File: config.mk
export PLATFORM = sky130hd
export DESIGN_NAME = apb_fifo_periph
export DESIGN_NICKNAME = d
export VERILOG_FILES = /design/src/rtl/apb_fifo_periph.sv
export SDC_FILE = /design/constraint.sdc
export NUM_CORES = 1
export LEC_CHECK = 0
export BUFFER_PORTS_ARGS = -buffer_cell sky130_fd_sc_hd__clkbuf_2
export CORE_MARGIN = 2
export CORE_UTILIZATION = 50
export CTS_CLUSTER_DIAMETER = 200
export DETAILED_ROUTE_END_ITERATION = 8
export PLACE_DENSITY_LB_ADDON = 0.25
export SLEW_MARGIN = 30
export SYNTH_ARGS = -nofsm -noshare
export SYNTH_HDL_FRONTEND = slang
export SYNTH_SLANG_ARGS = --single-unit
File: constraint.sdc
create_clock -name PCLK -period 7.4 [get_ports PCLK]
set_clock_uncertainty 0.05 [all_clocks]
set_input_delay 0.74 -clock PCLK [delete_from_list [all_inputs] [get_ports PCLK]]
set_output_delay 0.74 -clock PCLK [all_outputs]
set_load 0.02 [all_outputs]
File: src/rtl/apb_fifo_periph.sv
// apb_fifo_periph: APB slave FIFO mailbox with exactly one wait state per transfer.
// Optional macro FIFO_IRQ_EN adds the IER register and a registered irq output.
module apb_fifo_periph #(
  parameter int DATA_W = 32,
  parameter int DEPTH  = 8
) (
  input  logic        PCLK,
  input  logic        PRESET,
  input  logic [31:0] PADDR,
  input  logic [31:0] PWDATA,
  input  logic        PWRITE,
  input  logic        PENABLE,
  input  logic        PSEL,
  output logic [31:0] PRDATA,
`ifdef FIFO_IRQ_EN
  output logic        irq,
`endif
  output logic        PREADY
);

  localparam int AW = $clog2(DEPTH);
  localparam logic [AW:0] FULL_CNT = (AW+1)'(DEPTH);

  localparam logic [2:0] A_FSR  = 3'd0;
  localparam logic [2:0] A_FWD  = 3'd1;
  localparam logic [2:0] A_FRD  = 3'd2;
  localparam logic [2:0] A_CTRL = 3'd3;

  logic              pready_q, pready_d;
  logic [AW-1:0]     wr_ptr_q, wr_ptr_d, rd_ptr_q, rd_ptr_d;
  logic [AW:0]       cnt_q, cnt_d;
  logic              ovf_q, ovf_d, udf_q, udf_d;
  logic [DATA_W-1:0] mem_q [DEPTH];

  logic [2:0]  sel;
  logic        commit, do_push, do_pop, do_ctrl, empty, full;
  logic [31:0] fsr, head_ext, rd_word;
  logic        unused_addr;

  assign sel         = PADDR[4:2];
  assign unused_addr = ^{PADDR[31:5], PADDR[1:0]};
  assign empty       = (cnt_q == '0);
  assign full        = (cnt_q == FULL_CNT);

  // Side effects land only on the edge that ends the PREADY=1 access cycle.
  assign commit  = PSEL & PENABLE & pready_q;
  assign do_push = commit &  PWRITE & (sel == A_FWD);
  assign do_pop  = commit & ~PWRITE & (sel == A_FRD);
  assign do_ctrl = commit &  PWRITE & (sel == A_CTRL);

  assign fsr = {16'd0, 8'(cnt_q), 4'd0, udf_q, ovf_q, full, empty};

  always_comb begin
    pready_d = PSEL & PENABLE & ~pready_q;
    wr_ptr_d = wr_ptr_q;
    rd_ptr_d = rd_ptr_q;
    cnt_d    = cnt_q;
    ovf_d    = ovf_q;
    udf_d    = udf_q;
    if (do_push) begin
      if (full) begin
        ovf_d = 1'b1;
      end else begin
        wr_ptr_d = wr_ptr_q + 1'b1;
        cnt_d    = cnt_q + 1'b1;
      end
    end
    if (do_pop) begin
      if (empty) begin
        udf_d = 1'b1;
      end else begin
        rd_ptr_d = rd_ptr_q + 1'b1;
        cnt_d    = cnt_q - 1'b1;
      end
    end
    if (do_ctrl) begin
      if (PWDATA[0]) begin
        wr_ptr_d = '0;
        rd_ptr_d = '0;
        cnt_d    = '0;
      end
      if (PWDATA[2]) ovf_d = 1'b0;
      if (PWDATA[3]) udf_d = 1'b0;
    end
  end

  always_ff @(posedge PCLK or posedge PRESET) begin
    if (PRESET) begin
      pready_q <= 1'b0;
      wr_ptr_q <= '0;
      rd_ptr_q <= '0;
      cnt_q    <= '0;
      ovf_q    <= 1'b0;
      udf_q    <= 1'b0;
    end else begin
      pready_q <= pready_d;
      wr_ptr_q <= wr_ptr_d;
      rd_ptr_q <= rd_ptr_d;
      cnt_q    <= cnt_d;
      ovf_q    <= ovf_d;
      udf_q    <= udf_d;
    end
  end

  // Storage needs no reset: count/pointers define which entries are live.
  always_ff @(posedge PCLK) begin
    if (do_push && !full) mem_q[wr_ptr_q] <= PWDATA[DATA_W-1:0];
  end

`ifdef FIFO_IRQ_EN
  localparam logic [2:0] A_IER = 3'd4;

  logic [1:0] ier_q, ier_d;
  logic       irq_q;

  assign ier_d = (commit && PWRITE && sel == A_IER) ? PWDATA[1:0] : ier_q;

  always_ff @(posedge PCLK or posedge PRESET) begin
    if (PRESET) begin
      ier_q <= '0;
      irq_q <= 1'b0;
    end else begin
      ier_q <= ier_d;
      irq_q <= (ier_q[0] & ~empty) | (ier_q[1] & (ovf_q | udf_q));
    end
  end

  assign irq = irq_q;
`endif

  always_comb begin
    head_ext = '0;
    head_ext[DATA_W-1:0] = mem_q[rd_ptr_q];
    rd_word = '0;
    case (sel)
      A_FSR:   rd_word = fsr;
      A_FRD:   rd_word = empty ? '0 : head_ext;
`ifdef FIFO_IRQ_EN
      A_IER:   rd_word = {30'd0, ier_q};
`endif
      default: rd_word = '0;
    endcase
  end

  assign PRDATA = pready_q ? rd_word : '0;
  assign PREADY = pready_q;

endmodule

Word level (Yosys, flattened, before mapping)
Memory sizes are Yosys's and may differ from the RTL's. Index checks and enable logic that the tools add are counted.

Flip-flop bits (word level): 13. Bits in writable memories: 256. Bits of input ports: 69. Output and inout port bits: 33. Logic and storage cells: 56. Memories: 1.

Memory list: mem_q (depth 8, bits a word 32, rd ports 1, clocked after Yosys merged registers in 0, write ports 1, line 33) `logic [DATA_W-1:0] mem_q [DEPTH];`.

Add/subtract/negate cells: 4. Eq/ne operators: 4. Mux-type cells: 27. Bitwise operators: 10. Reduce and logical (&&, ||, !) cells: 4.

Operator list (count): 32-bit two-way mux (2); 32-bit one-hot mux with 2 select lines (1); 3-bit two-way mux (8); 4-bit two-way mux (6); 1-bit two-way mux (10); 1-bit bitwise AND (8); 3-bit by 1-bit adder with 3-bit output, second input constant (2); 3-bit by 2-bit == test with 1-bit output, second input constant (2); 4-bit by 1-bit adder with 4-bit output, second input constant (1); 4-bit == test, second input constant (1); 4-bit zero test (1); 4-bit by 1-bit subtractor with 4-bit output, second input constant (1); 3-bit by 1-bit == test with 1-bit output, second input constant (1); 3-bit zero test (1); 1-bit NOT (2); 1-bit logical AND (1); 1-bit zero test (1).

Longest topological paths before layout
Gate-level depths: netlist of the first run.

Word-level depth: 9. Depth in mapped cells: 8. Gate-level depth less buffers: 6.

Worst setup path before layout of the first run
Ideal clock, no wire load.

Path kind: input port to flip-flop. Start: in PADDR[4]. End: mem mem_q[0][0], enable pin. Library setup time: 0.502 ns. Arrival: 4.520 ns. Required time: 6.848 ns. Path slack: 2.328 ns. Cell stages on the path: 4. Buffers on the path: 1. Cell sequence: and3b_1 > clkbuf_1 > nand3_1 > nor4_1.

Longest elaborated chain between the ends: 5.

RTL lines: start: declaration (line 9) `input logic [31:0] PADDR,`; 3-bit by 1-bit == test with 1-bit output (line 47) `assign do_push = commit & PWRITE & (sel == A_FWD);`; 1-bit bitwise AND (line 47); 1-bit logical AND (line 107) `if (do_push && !full) mem_q[wr_ptr_q] <= PWDATA[DATA_W-1:0];`; 1-bit two-way mux (line 107); 1-bit two-way mux (implied by the code) (line 107); end: declaration (line 33).

No other way between the ends.

Final worst setup path of the first run
Start: reg cnt_q[0]. End: out PRDATA[3].

Longest elaborated chain between the ends: 4.

RTL lines: start: declaration (line 31) `logic [AW:0] cnt_q, cnt_d;`; start signal: assignment (line 99) `cnt_q <= cnt_d;`; 4-bit zero test (line 42) `assign empty = (cnt_q == '0);`; 32-bit two-way mux (line 137) `A_FRD: rd_word = empty ? '0 : head_ext;`; 32-bit one-hot mux with 2 select lines (line 135) `case (sel)`; 32-bit two-way mux (line 145) `assign PRDATA = pready_q ? rd_word : '0;`; end: declaration (line 14) `output logic [31:0] PRDATA,`.

No other way between the ends.

==> metrics.txt, run 1 <==
half-perimeter wire length after placement 11,300 um; CTS tree yes; fmax 259 MHz; Slew HR 38.8%; largest net degree at the start of global routing 67; fin nets 674; Worst Path Required 6.61 ns; vias in the first global route 5,487; Worst-path clk slew 0.06 ns; hold buffer count at CTS 0; post-route ant nets 0; CP cell instances inv_1 > ha_1 > or3b_1 > nand4_1 > buf_4 > nor2_1 > a221o_1 > clkbuf_2; CTS Buf Count 27; ratio of cells with drive above 1 in the final layout 32.9%; clk_lat worst skew 0.52 ns; Worst Setup End Kind output pin; Area Overhead vs Synth 15.1%; Synth cell types 38; clk root buf clkbuf_16; Final Slew Violations 0; global placement routability congestion 0.853; Synth Register Bits 269; Cell Area, Synth 10,600 um2; Die X-Extent 150 um; number of DRC violations after detailed-routing iteration 0 352; Setup TNS Final 0 ns; DRC 0; first-pass GRT wire length 31,300 um; register area 8020 um2; Fillers 1,508; Syn Area/Cell 20.8 um2; number of synthesis warnings 0; Largest stage delay, worst path 0.50 ns; total global routing overflow 0; LEAKAGE 3.98 nW; CP max-delay cell or3b_1; area of the multi-input gates 2490 um2; critical path fanouts, max 30; cell count after synthesis 511; Hold Vio Cnt, Final 0; I/O pins 102; reg2reg setup slack 4.16 ns; number of post-CTS setup repair buffers 0; Initial Utilization 50.8%; clk buf depth 3; Final Setup Violations 0; Tot GR Track Use 18.6%; Vias 5,144; status finished, final reports clean; DR pass1 iterations 5; RSZ-0062 raised after global routing no; max-cap violations 0; Slew @ Worst Pin 0.914 ns; Placement Rows 53; total detailed-routing wirelength 20,300 um; Die Y-Extent 150 um; Sink Count 269; Tot Pwr 3.14 mW; ant diodes 0; DR WL/cell 22.7 um; Die Area 22,400 um2; crit path DAT 3.08 ns; worst vdd ir 0.204 mV; Tmin final 3.87 ns; htree depth 1; Worst Setup Path Type flop to output pin; input/output buffers 72; area of the core 20,900 um2; startpoint types flop; Mapped Nets 584; antenna violations before repair 0; worst min-delay path category primary input to async pin; Pwr Density 257 nW/um2; Final Cycle Share 52.2%; Post-CTS Resized 0; sequential area share after synthesis 75.5%; vias per inst 5.75
-- cell type report --
type	count	area share, %
flip-flops and latches	269	65.7
multi-input cells	211	20.4
clock buffers	37	6.09
repair buffers	87	4.20
well taps	275	2.82
clock inverters	11	0.635
inverters	5	0.154
-- logic make-up (layout without fill, tap and decap cells) --
| family | after synthesis | after routing | synth area share [%] |
|---|---|---|---|
| muxes | 98 | 98 | 16.9 |
| adders and majority gates | 4 | 4 | 0.472 |
| DFF | 269 | 269 | 75.5 |
| and+or+nand+nor | 85 | 85 | 4.01 |
| buffers and inverters | 31 | 140 | 1.46 |
| AOI/OAI and AO/OA | 19 | 19 | 1.24 |
| xor gates and xnor gates | 5 | 5 | 0.413 |
-- worst max-delay path: cells and delay by family (launching register included) --
family                   cells  cell delay (ns)
adder cells (fa/ha/maj)      1             0.25
flip-flops                   1             0.44
AO/OA/AOI/OAI                1             0.38
buffers and inverters        3             0.69
AND/OR/NAND/NOR              3             0.79
-- Yosys cell counts --
master,instances,area (um2)
buf_2,7,35.0
or3b_1,1,8.76
and3b_1,1,8.76
a31oi_1,3,18.8
xor2_1,5,43.8
nand3b_1,1,7.51
buf_1,5,18.8
mux4_4,3,75.1
buf_6,3,33.8
and4b_1,1,10.0
or4_1,1,7.51
buf_4,2,15.0
dfrtp_1,13,325
nand2b_1,3,18.8
ha_1,4,50.1
o22ai_1,5,31.3
inv_1,5,18.8
nor4_1,2,12.5
and4_4,1,11.3
nor3_1,6,30.0
mux2i_1,34,340
nor2b_1,1,6.26
o21ai_0,4,20.0
or3_1,2,12.5
a41oi_1,1,8.76
nor3b_1,1,7.51
nor2_1,36,135
a221o_1,3,30.0
nor4b_2,1,15.0
a21oi_1,1,5.00
nand2_1,10,37.5
nand3_1,8,40.0
and3_1,4,25.0
mux4_2,61,1370
nand4_1,5,31.3
edfxtp_1,256,7690
clkbuf_1,9,33.8
a32oi_1,2,17.5
-- power by group --
group	total (mW)	switching (mW)	internal, mW
logic	0.190	0.0953	0.0951
registers	1.69	0.0195	1.67
clock network	1.26	0.525	0.732
total	3.14	0.640	2.50
-- routing by layer --
| layer | GRT usage [%] | vias to the layer above | wire [um] |
|---|---|---|---|
| li1 | - | 2292 | - |
| met1 | 26.9 | 2632 | 8720 |
| met2 | 29.8 | 192 | 9830 |
| met3 | 3.54 | 28 | 1420 |
| met4 | 4.76 | 0 | 333 |
| met5 | 0 | - | 0 |
-- through the flow --
| stage | setup slack (ns) | hold slack, ns | util [%] | instances | cell area, um2 |
|---|---|---|---|---|---|
| floorplan | 2.33 | 0.443 | - | 511 | 10600 |
| CTS | 3.00 | 0.195 | 58.2 | 893 | 12100 |
| detailed placement | 3.57 | 0.460 | 54.2 | 845 | 11300 |
| finish | 3.53 | 0.199 | 58.5 | 895 | 12200 |
| global placement | 3.59 | 0.449 | 54.2 | 845 | 11300 |
| global route | 3.38 | 0.238 | 58.5 | 895 | 12200 |
-- state kept, by name, summed over array words and instances (netlist names) --
name / flops
PREADY: 1
mem_q: 256
rd_ptr_q: 3
wr_ptr_q: 3
cnt_q: 4
ovf_q: 1
udf_q: 1
-- cell usage in the layout (no fill, tap or decap), types with 2 or more instances in the layout --
master     Yosys  final
clkbuf_8       0      3
dfrtp_1       13     10
a32oi_1        2      2
nor4_2         0      2
edfxtp_1     256    256
ha_1           4      4
dfrtp_2        0      2
clkbuf_1       9      7
inv_1          5      5
clkbuf_16      0     27
nand2b_1       3      3
mux2i_1       34     34
xor2_1         5      5
a31oi_1        3      3
clkinv_1       0      2
clkinv_2       0      8
o22ai_1        5      5
nand3_1        8      8
mux4_2        61     61
nand4_1        5      5
nor2_4         0      3
and3_1         4      4
a221o_1        3      3
clkbuf_2       0     72
or3_1          2      2
nand2_1       10     10
o21ai_0        4      4
nor3_2         0      4
mux4_4         3      3
nor3_1         6      2
buf_16         0      2
buf_4          2     13
nor2_1        36     33
-- worst paths after layout --
check                                    from  cells after the start                      to
min                                    PRESET                      2   rd_ptr_q[0]$_DFF_PP0_
min reg2reg                  PREADY$_DFF_PP0_                      1        PREADY$_DFF_PP0_
max reg2reg                cnt_q[0]$_DFF_PP0_                      6   mem_q[2][0]$_DFFE_PP_
max in group asynchronous              PRESET                      2   rd_ptr_q[0]$_DFF_PP0_
min in group PCLK                  PWDATA[13]                      1  mem_q[2][13]$_DFFE_PP_
max                        cnt_q[0]$_DFF_PP0_                      8               PRDATA[3]
Power figures use the tool's default switching activity.
==> run 2: changes to the inputs <==
==> constraint.sdc (replaced) <==
create_clock -name PCLK -period 3.9 [get_ports PCLK]
set_clock_uncertainty 0.05 [all_clocks]
set_input_delay 0.39 -clock PCLK [delete_from_list [all_inputs] [get_ports PCLK]]
set_output_delay 0.39 -clock PCLK [all_outputs]
set_load 0.02 [all_outputs]
==> run 2 against run 1 <==
  * Clock power up 96%
  * Hold slack worse by 0.14 ns
  * Count of clock-buffer cells in the layout down 5
  * Power up 92%
  * Via count up 1.0%
  * Critical path type unchanged
  * Highest routed layer unchanged
==> metrics.txt, run 2 (synthesized netlist as in run 1, its figures left out) <==
CTS tree yes; global placement routability congestion 0.837 (-1.8%); final setup margin 0.664 ns (-2.87 ns); worst vdd ir 0.391 mV (+92%); DR pass1 iterations 6 (+1); Critical Path Start rd_ptr_q[0]$_DFF_PP0_; worst min-delay path category primary input to flop; Final Setup Violations 0 (unchanged); largest net degree at the start of global routing 33 (-51%); Top Registers mem_q (256), cnt_q (4); max-cap violations 0 (unchanged); Tot GR Track Use 19.1% (+0.46 points); clk root buf clkbuf_16; status finished, final reports clean; ant diodes 0 (unchanged); DRC 0 (unchanged); antenna violations before repair 0 (unchanged); half-perimeter wire length after placement 11,800 um (+4.0%); fin nets 678 (+0.59%); Slew @ Worst Pin 0.787 ns (-0.127 ns); Pwr Density 493 nW/um2 (+92%); Worst-path clk slew 0.06 ns (about the same); area of the core 20,900 um2 (unchanged); Worst Setup End Kind output pin; Tmin final 3.24 ns; vias in the first global route 5,334 (-2.8%); Post-Layout Inst Area 12,300 um2 (+0.36%); Worst Setup Path Type flop to output pin; commonest non-fill, non-tap cell in the layout edfxtp_1; Slew HR 47.6% (+8.8 points); critical path fanouts, max 26 (-13%); ratio of cells with drive above 1 in the final layout 33.2% (+0.27 points); Reg power frac 53.3% (-0.6 points); Vias 5,196 (+1.0%); clk buf depth 3 (unchanged); Bufs and invs on worst path 2 (-1); placed inst area 11,400 um2 (+0.52%); Tot Pwr 6.04 mW (+92%); commonest cells after routing, fill and taps aside 256 x edfxtp_1, 72 x clkbuf_2, 61 x mux4_2; post-layout util 58.7% (+0.21 points); LEAKAGE 4.00 nW (+0.30%); DR WL/cell 23.0 um (+1.5%); Sink Count 269 (unchanged); Final Slew Violations 0 (unchanged); RSZ-0062 raised after global routing no; Worst Path Required 3.46 ns (-3.15 ns); crit path DAT 2.80 ns (-0.28 ns); fmax 309 MHz; Fillers 1,540 (+2.1%); Setup WS pre-CTS 1.18 ns (-2.39 ns); post-route insts no fill 899 (+0.45%); post-placement cell count 850 (+0.59%); Setup TNS Final 0 ns (unchanged); Placement Rows 53 (unchanged); Post-CTS Resized 0 (unchanged); register with the most flip-flops mem_q; total detailed-routing wirelength 20,700 um (+2.0%); first-pass GRT wire length 31,500 um (+0.80%); Worst Hold Launch PWDATA[13]; CP max-delay cell dfrtp_4; Die X-Extent 150 um (unchanged); delay-heaviest family, CP flip-flops; vias per inst 5.78 (+0.56%); CP cell instances buf_4 > mux4_2 > a221o_1 > clkbuf_2; Hold Vio Cnt, Final 0 (unchanged); clock share of power 40.9% (+0.9 points); worst r2r src cnt_q[0]$_DFF_PP0_; CTS Buf Count 27 (unchanged); switching share of power 21.1% (+0.78 points); Internal 4.77 mW (+91%); switching power 1.28 mW (+100%); Final Cycle Share 83.0%; max reg flops 256 (unchanged); clk_lat worst skew 0.55 ns (+0.03 ns); Area Overhead vs Synth 15.5%; startpoint types flop; post-route ant nets 0 (unchanged); Largest stage delay, worst path 0.76 ns (+0.26 ns); total global routing overflow 0 (unchanged); input/output buffers 72 (unchanged); htree depth 1 (unchanged); I/O pins 102 (unchanged); Die Area 22,400 um2 (unchanged); Die Y-Extent 150 um (unchanged); hold slack 0.0622 ns (-0.137 ns); Initial Utilization 50.8% (unchanged); Gate power share 5.8% (-0.3 points); number of DRC violations after detailed-routing iteration 0 382 (+8.5%)
==> run 2: power groups by stage <==
stage | Combinational, mW | Clock (mW) | Sequential (mW)
floorplan | 0.280 | 0 | 3.25
global placement | 0.338 | 0 | 3.28
detailed placement | 0.349 | 0 | 3.28
CTS | 0.351 | 2.51 | 3.22
global route | 0.383 | 2.61 | 3.23
finish | 0.349 | 2.47 | 3.22
==> run 2: path summary, 6_finish.rpt <==
check | endpoint | slack [ns] | cells after the start
min | mem_q[5][13]$_DFFE_PP_ | 0.06 | 1
min reg2reg | PREADY$_DFF_PP0_ | 0.48 | 1
max reg2reg | mem_q[7][6]$_DFFE_PP_ | 1.24 | 6
min in group asynchronous | ovf_q$_DFF_PP0_ | 0.36 | 3
max | PRDATA[2] | 0.66 | 4
max in group asynchronous | rd_ptr_q[0]$_DFF_PP0_ | 3.03 | 3
==> run 2: what timing repair did <==
action / CTS / global route
hold buffers: 1 / 0
setup endpoints to repair: 0 / 0
hold endpoints to repair: 13 / 0
setup buffers: 0 / 0
==> run 2: layout make-up <==
cell class | instances | area (um2) | share of cell area, %
timing repair buffer | 91 | 518 | 4.23
multi-input combinational | 211 | 2500 | 20.4
tap | 275 | 344 | 2.81
clock inverter | 16 | 156 | 1.28
inverter | 5 | 18.8 | 0.153
clock buffer | 32 | 694 | 5.67
sequential | 269 | 8020 | 65.4
==> run 2: metal layers <==
layer | GRT usage [%] | vias up | wire (um)
met1 | 26.4 | 2680 | 8760
li1 | - | 2309 | -
met2 | 31.7 | 178 | 10200
met4 | 4.67 | 0 | 392
met5 | 0 | - | 0
met3 | 3.81 | 29 | 1390
==> run 3: changes to the inputs <==
==> constraint.sdc (replaced) <==
create_clock -name PCLK -period 3.2 [get_ports PCLK]
set_clock_uncertainty 0.05 [all_clocks]
set_input_delay 0.32 -clock PCLK [delete_from_list [all_inputs] [get_ports PCLK]]
set_output_delay 0.32 -clock PCLK [all_outputs]
set_load 0.02 [all_outputs]
==> run 3 against run 2 <==
  * Sequential cell count unchanged
  * Power up 19%
  * Count of clock-buffer cells in the layout up 3
  * Register-to-register slack worse by 0.63 ns
  * Combinational power up 28%
  * Sequential power up 22%
  * Routed wire length up 0.51%
  * Clock power up 13%
  * Core utilization up 0.63 points
  * Via count up 2.4%
  * Setup slack worse by 0.51 ns
==> metrics.txt, run 3 (synthesized netlist as in run 1, its figures left out) <==
Area Overhead vs Synth 16.8%; input/output buffers 72 (unchanged); Largest stage delay, worst path 0.78 ns (+0.02 ns); clk buf depth 3 (unchanged); Worst R2R End mem_q[2][2]$_DFFE_PP_; Final Cycle Share 95.0%; max reg flops 256 (unchanged); Die Area 22,400 um2 (unchanged); Placement Rows 53 (unchanged); Post-CTS Resized 0 (unchanged); DRC 0 (unchanged); CP Capture Point PRDATA[2]; Slew @ Worst Pin 0.766 ns (-0.0210 ns); vias per inst 5.82 (+0.73%); Hold Vio Cnt, Final 0 (unchanged); DR pass1 iterations 4 (-2); area of the core 20,900 um2 (unchanged); half-perimeter wire length after placement 12,200 um (+3.3%); htree depth 1 (unchanged); hold buffer count at CTS 10 (+9); Bufs and invs on worst path 1 (-1); post-route ant nets 0 (unchanged); number of DRC violations after detailed-routing iteration 0 399 (+4.5%); reg2reg path depth 6 (unchanged); LEAKAGE 4.03 nW (+0.87%); I/O pins 102 (unchanged); Tmin final 3.04 ns; delay-heaviest family, CP flip-flops; CP max-delay cell dfrtp_4; Slew HR 49.0% (+1.4 points); worst vdd ir 0.443 mV (+13%); Die Y-Extent 150 um (unchanged); clk_lat worst skew 0.54 ns (about the same); crit path DAT 2.67 ns (-0.13 ns); antenna violations before repair 0 (unchanged); worst r2r src cnt_q[0]$_DFF_PP0_; Worst-path clk slew 0.06 ns (about the same); Worst Path Required 2.83 ns (-0.63 ns); CP cell instances mux4_4 > and3_1 > a221o_1 > clkbuf_2; clk root buf clkbuf_16; Top Registers mem_q (256), cnt_q (4); number of post-CTS setup repair buffers 0 (unchanged); CTS Buf Count 27 (unchanged); vias in the first global route 5,514 (+3.4%); first-pass GRT wire length 31,900 um (+1.2%); Final Setup Violations 0 (unchanged); reg2reg setup slack 0.61 ns (-0.63 ns); commonest cells after routing, fill and taps aside 256 x edfxtp_1, 72 x clkbuf_2, 61 x mux4_2; met3 WL post-DR 1370 um (-0.94%); DR WL/cell 22.8 um (-1.1%); Worst Setup End Kind output pin; total detailed-routing wirelength 20,800 um (+0.51%); Worst Setup Path Type flop to output pin; critical path fanouts, max 25 (-3.8%); Tot GR Track Use 19.1% (about the same); Critical Path Start rd_ptr_q[0]$_DFF_PP0_; worst min-delay path category primary input to flop; largest net degree at the start of global routing 40 (+21%); met2 WL 10,400 um (+2.4%); startpoint types flop; RSZ-0062 raised after global routing no; fmax 329 MHz; WP depth 4 (unchanged); Initial Utilization 50.8% (unchanged); commonest non-fill, non-tap cell in the layout edfxtp_1; fin nets 692 (+2.1%); hold slack 0.0152 ns (-0.0470 ns); Post-Layout Inst Area 12,400 um2 (+1.1%); global placement routability congestion 0.810 (-3.3%); Vias 5,321 (+2.4%); Die X-Extent 150 um (unchanged); total global routing overflow 0 (unchanged); Sink Count 269 (unchanged); ratio of cells with drive above 1 in the final layout 32.2% (-0.94 points); register with the most flip-flops mem_q; max-cap violations 0 (unchanged); Final Slew Violations 0 (unchanged); Fillers 1,515 (-1.6%); placed inst area 11,500 um2 (+1.0%); ant diodes 0 (unchanged); CTS tree yes; Top Layer Used met4; Pwr Density 578 nW/um2 (+17%); status finished, final reports clean; WL met1 8690 um (-0.71%)
## run 3: per-stage QoR
stage,instances,utilization (%),setup TNS [ns],total power [mW],setup WS [ns]
3_3_place_gp,855,55.1,0,4.43,0.664
3_5_place_dp,855,55.1,0,4.44,0.628
2_1_floorplan,511,-,-82.31,4.31,-0.765
4_1_cts,914,59.3,0,7.23,0.114
5_1_grt,914,59.3,0,7.41,0.0292
6_report,914,59.3,0,7.16,0.158
## run 3: report_power, final
group / total [mW] / switching (mW) / internal [mW]
registers: 3.93 / 0.0571 / 3.87
logic: 0.446 / 0.211 / 0.234
clock network: 2.79 / 1.24 / 1.55
total: 7.16 / 1.51 / 5.65
## run 3: layer usage
metal / track usage (%) / vias up
met5: 0 / -
met4: 4.43 / 0
met3: 3.35 / 29
met2: 31.6 / 189
met1: 26.9 / 2772
li1: - / 2331
## run 3: how the worst min path moves through the flow
stage          startpoint                endpoint  slack [ns]  depth (start not counted)
2_1_floorplan      PRESET        PREADY$_DFF_PP0_        0.15                          1
3_3_place_gp       PRESET        PREADY$_DFF_PP0_        0.31                          2
3_5_place_dp       PRESET         ovf_q$_DFF_PP0_        0.32                          2
4_1_cts         PWDATA[6]   mem_q[3][6]$_DFFE_PP_      0.0007                          1
5_1_grt        PWDATA[30]  mem_q[7][30]$_DFFE_PP_        0.01                          1
6_report        PWDATA[8]   mem_q[1][8]$_DFFE_PP_        0.02                          1
## run 3: layout make-up
class / instances / area (um2) / share of cell area [%]
Clock buffer: 35 / 706 / 5.70
Clock inverter: 14 / 68.8 / 0.556
Sequential cell: 269 / 8020 / 64.7
Timing Repair Buffer: 105 / 721 / 5.82
Inverter: 5 / 18.8 / 0.152
Multi-Input combinational cell: 211 / 2510 / 20.3
Tap cell: 275 / 344 / 2.78
